File: src/rtl/ttl_cen_gen_sync_pkg.sv
// rtl/ttl_cen_gen_sync_pkg.sv - shared TTL pseudo-clock state encoding and constants
package ttl_cen_gen_sync_pkg;

    typedef enum logic [1:0] {
        ST_IDLE = 2'd0,
        ST_HIGH = 2'd1,
        ST_LOW  = 2'd2
    } cen_state_e;

    // Shortest legal pseudo-clock period: one high cycle plus one low cycle.
    localparam int unsigned MIN_PERIOD = 2;

endpackage

File: src/rtl/ttl_cen_gen_sync.sv
// rtl/ttl_cen_gen_sync.sv - registered clock-enable pseudo-clock generator with whole-period Run gating
module ttl_cen_gen_sync
    import ttl_cen_gen_sync_pkg::*;
#(
    parameter int unsigned CNT_W = 8
) (
    input  logic             Clk,
    input  logic             Reset_n,
    input  logic             Run,
    input  logic [CNT_W-1:0] Div,
    input  logic [CNT_W-1:0] High,
    output logic             Cen,
    output logic             Cen_rise,
    output logic             Cen_fall,
    output logic [CNT_W-1:0] Phase,
    output logic             Busy
);

    localparam logic [CNT_W-1:0] MIN_LAST = CNT_W'(MIN_PERIOD - 1);

    cen_state_e       state_q;
    logic [CNT_W-1:0] last_q;
    logic [CNT_W-1:0] high_q;
    logic [CNT_W-1:0] phase_q;
    logic             cen_q;
    logic             rise_q;
    logic             fall_q;
    logic             busy_q;

    logic [CNT_W-1:0] last_d;
    logic [CNT_W-1:0] high_d;

    // Shadow holds P-1 rather than P so a full-scale Div never overflows CNT_W.
    always_comb begin
        last_d = (Div < MIN_LAST) ? MIN_LAST : Div;
        high_d = (High == '0) ? CNT_W'(1) : High;
        if (high_d > last_d) begin
            high_d = last_d;
        end
    end

    always_ff @(posedge Clk or negedge Reset_n) begin
        if (!Reset_n) begin
            state_q <= ST_IDLE;
            last_q  <= '0;
            high_q  <= '0;
            phase_q <= '0;
            cen_q   <= 1'b0;
            rise_q  <= 1'b0;
            fall_q  <= 1'b0;
            busy_q  <= 1'b0;
        end else begin
            rise_q <= 1'b0;
            fall_q <= 1'b0;
            case (state_q)
                ST_IDLE: begin
                    cen_q   <= 1'b0;
                    phase_q <= '0;
                    busy_q  <= 1'b0;
                    if (Run) begin
                        state_q <= ST_HIGH;
                        last_q  <= last_d;
                        high_q  <= high_d;
                        cen_q   <= 1'b1;
                        rise_q  <= 1'b1;
                        busy_q  <= 1'b1;
                    end
                end
                ST_HIGH: begin
                    phase_q <= phase_q + 1'b1;
                    if (phase_q == high_q - 1'b1) begin
                        state_q <= ST_LOW;
                        cen_q   <= 1'b0;
                        fall_q  <= 1'b1;
                    end
                end
                ST_LOW: begin
                    if (phase_q != last_q) begin
                        phase_q <= phase_q + 1'b1;
                    end else if (Run) begin
                        // Run is only honoured here so periods are never cut short.
                        state_q <= ST_HIGH;
                        last_q  <= last_d;
                        high_q  <= high_d;
                        phase_q <= '0;
                        cen_q   <= 1'b1;
                        rise_q  <= 1'b1;
                    end else begin
                        state_q <= ST_IDLE;
                        phase_q <= '0;
                        busy_q  <= 1'b0;
                    end
                end
                default: begin
                    state_q <= ST_IDLE;
                    phase_q <= '0;
                    cen_q   <= 1'b0;
                    busy_q  <= 1'b0;
                end
            endcase
        end
    end

    assign Cen      = cen_q;
    assign Cen_rise = rise_q;
    assign Cen_fall = fall_q;
    assign Phase    = phase_q;
    assign Busy     = busy_q;

endmodule

File: config.mk
export PLATFORM = sky130hd
export DESIGN_NAME = ttl_cen_gen_sync
export DESIGN_NICKNAME = d
export VERILOG_FILES = /design/src/rtl/ttl_cen_gen_sync_pkg.sv /design/src/rtl/ttl_cen_gen_sync.sv
export SDC_FILE = /design/constraint.sdc
export NUM_CORES = 1
export LEC_CHECK = 0
export CORE_MARGIN = 3
export CORE_UTILIZATION = 30
export DETAILED_ROUTE_END_ITERATION = 7
export PLACE_DENSITY = 0.47
export REMOVE_ABC_BUFFERS = 1
export SETUP_SLACK_MARGIN = 0.1
export SKIP_CTS_REPAIR_TIMING = 1
export SLEW_MARGIN = 10
export SYNTH_ARGS = -nofsm -noshare
export SYNTH_HDL_FRONTEND = slang
export SYNTH_SLANG_ARGS = --single-unit
File: constraint.sdc
create_clock -name Clk -period 5.4 [get_ports Clk]
set_input_delay 1.08 -clock Clk [delete_from_list [all_inputs] [get_ports Clk]]
set_output_delay 1.08 -clock Clk [all_outputs]
set_load 0.03 [all_outputs]
==> flow_summary_export.csv <==
group,metric,value,unit
finish,final_area,2410,µm²
finish,nets,279,
floorplanning,ios,31,
detailed_routing,drt-initial-drc-count,79,
pwr,total_power,0.953,mW
logic_synthesis,yosysMostFrequentCell,"dfrtp_1",
global_route,grt_pass1_vias,1506,
clocking,clk-insertion-delay-late,0.28,ns
logic_synthesis,synthCells,221,
worst_setup_path,critPathKind,"input port to register",
sta,fmax,0.279,GHz
global_route,grt_pass1_wl,7690,µm
job,drv_cap,0,
placed_design,gp_congestion,0.847,
logic_synthesis,synth.yosys.seq_area_share,38.0,%
placed_design,numPortBuffers,30,
pwr,p_per_area,395,nW/µm²
clocking,clkTransAtPathRegs,0.06,ns
floorplanning,chipHeight,87.2,µm
global_route,grt_max_degree,31,
logic_synthesis,synth_top_area_share,38.0,%
pwr,p_leak,1.01,nW
hold_path,min_path_type,"register to register",
global_route,overflow,0,
floorplanning,fp-row-count,28,
logic_synthesis,synthTopCellsByCount,"30 x dfrtp_1, 27 x nor2_1, 16 x inv_1, 16 x xnor2_1",
sta,rsz0062_at_grt,"no",
sta,max_slew.worst_pin.slew,0.979,ns
sta,layout_setup_ws,1.81,ns
clocking,cts.sinks,30,
worst_setup_path,arrival,3.73,ns
finish,antenna_cells,0,
detailed_routing,wl_per_cell,14.5,µm
clocking,cts_buffer_depth,2,
clocking,cts_max_level,2,
placed_design,postPlaceCellArea,2330,µm²
logic_synthesis,synth_seq_cells,30,
pwr,ir_drop,193,µV
finish,final_layout_size_suffix_gt1_share,5.28,%
finish,fillerInstances,623,
detailed_routing,vias,1557,
sta,max_slew_margin,34.7,%
clocking,cts_tree,"built",
global_route,antenna_found_initial,0,
detailed_routing,drc,0,
floorplanning,core_area,6170,µm²
status,outcome,"completed",
detailed_routing,ant_nets,0,
worst_setup_path,crit_fanout,9,
sta,tns,0,ns
floorplanning,fp.dieW,87.2,µm
logic_synthesis,ys.warnings.count,0,
sta,hold_violations,0,
finish,synthToLayoutAreaGrowth,21.9,%
logic_synthesis,syn_area,1980,µm²
floorplanning,dieArea,7600,µm²
sta,finalMaxSlewViolations,0,
logic_synthesis,yosysTopAreaCell,"dfrtp_1",
worst_setup_path,required,5.54,ns
logic_synthesis,syn_avg_cell_area,8.95,µm²
clocking,cts_buffers,5,
placed_design,dpl.hpwl,3630,µm
logic_synthesis,synth_edf_count,0,
worst_setup_path,crit_path_end_kind,"register",
logic_synthesis,synth.distinct_cells,41,
global_route,grt.total_usage,13.3,%
detailed_routing,viasPerCell,4.85,
logic_synthesis,synth_ff_type,"dfrtp_1",
worst_setup_path,crit_path_start_kind,"input port",
sta,clock_skew,0.00285,ns
logic_synthesis,synthArstFlopShare,100,%
logic_synthesis,yosys-top-cells-area,"dfrtp_1 38%, ha_1 8.9%, xnor2_1 7.1%",
floorplanning,start_util,32.1,%
sta,finalCriticalPeriod,3.59,ns
placed_design,place_ws,1.48,ns
detailed_routing,drt-pass1-iter-count,4,
worst_setup_path,rrSetupSlack,2.93,ns
sta,setup_viol,0,
detailed_routing,drt-total-wl,4670,µm
sta,fin_crit_sh,66.5,%
clocking,cts-root-buf,"clkbuf_8",
## layer usage
metal / vias up / global-route usage, % / routed length (µm)
met3: 5 / 2.74 / 250
li1: 805 / - / -
met5: - / 0 / 0
met2: 52 / 19.9 / 1940
met1: 695 / 18.7 / 2410
met4: 0 / 5.02 / 59
## sequential cells by signal, summed over array words and instances (netlist names)
signal	cells
Busy	1
state_q	2
last_q	8
Cen_fall	1
Cen_rise	1
high_q	8
Cen	1
Phase	8
## layout by cell type (no fill, tap or decap), types with 2 or more instances in the layout
cell / count
dfrtp_1: 30
clkdlybuf4s50_1: 30
nor2_1: 27
inv_1: 16
xnor2_1: 16
nand2_1: 14
ha_1: 14
a21oi_1: 13
o21ai_0: 12
mux2i_1: 8
nor3_1: 7
xor2_1: 6
nand2b_1: 5
clkbuf_8: 5
nand4_1: 4
nand3_1: 4
nor4_1: 2
o21ai_1: 2
nand3b_1: 2
a2111oi_4: 2
and2_1: 2
o21a_1: 2
clkbuf_1: 2
buf_4: 2
## cells by family after synthesis
logic type               share of synthesized area, %
flip-flops                                       38.0
buffers and inverters                            5.69
adder cells (fa/ha/maj)                          8.86
AO/OA/AOI/OAI                                    15.2
AND/OR/NAND/NOR                                  18.5
XOR/XNOR                                         9.74
multiplexers                                     4.05
## path summary, 6_finish.rpt
| kind | from | end | cells after the start |
|---|---|---|---|
| min in group asynchronous | Reset_n | Busy | 2 |
| worst min register to register | last_q[4] | last_q[4] | 2 |
| worst min-delay path | last_q[4] | last_q[4] | 2 |
| worst max-delay path | High[4] | high_q[4] | 10 |
| max in group asynchronous | Reset_n | last_q[0] | 2 |
| worst max register to register | high_q[0] | state_q[1] | 8 |
## report_power, final
part / internal, mW / switching, mW
clock network: 0.0885 / 0.0787
registers: 0.301 / 0.0948
logic: 0.179 / 0.211
## worst max-delay path, stage by stage
cell and delay (ns):
clkdlybuf4s50_1 0.45, nor4_1 0.33, a21oi_1 0.15, ha_1 0.23
nor2b_1 0.11, o21a_1 0.11, o21ai_0 0.08, a21oi_1 0.76
mux2i_1 0.32, a21oi_1 0.09
## metrics by stage
stage               hold WS, ns  util [%]  std cells
floorplan                 0.470         -        207
global placement          0.491      37.9        314
detailed placement        0.495      37.9        314
CTS                       0.510      39.1        321
global route              0.529      39.1        321
finish                    0.504      39.1        321
## final cells by class
| cell class | count | area, µm² | share of cell area [%] |
|---|---|---|---|
| Multi-Input combinational cell | 161 | 1110 | 46.2 |
| Sequential cell | 30 | 751 | 31.1 |
| Timing Repair Buffer | 32 | 315 | 13.1 |
| Tap cell | 75 | 93.8 | 3.89 |
| Clock buffer | 7 | 76.3 | 3.17 |
| Inverter | 16 | 60.1 | 2.49 |
No activity file was read; power rests on OpenSTA's default activity.
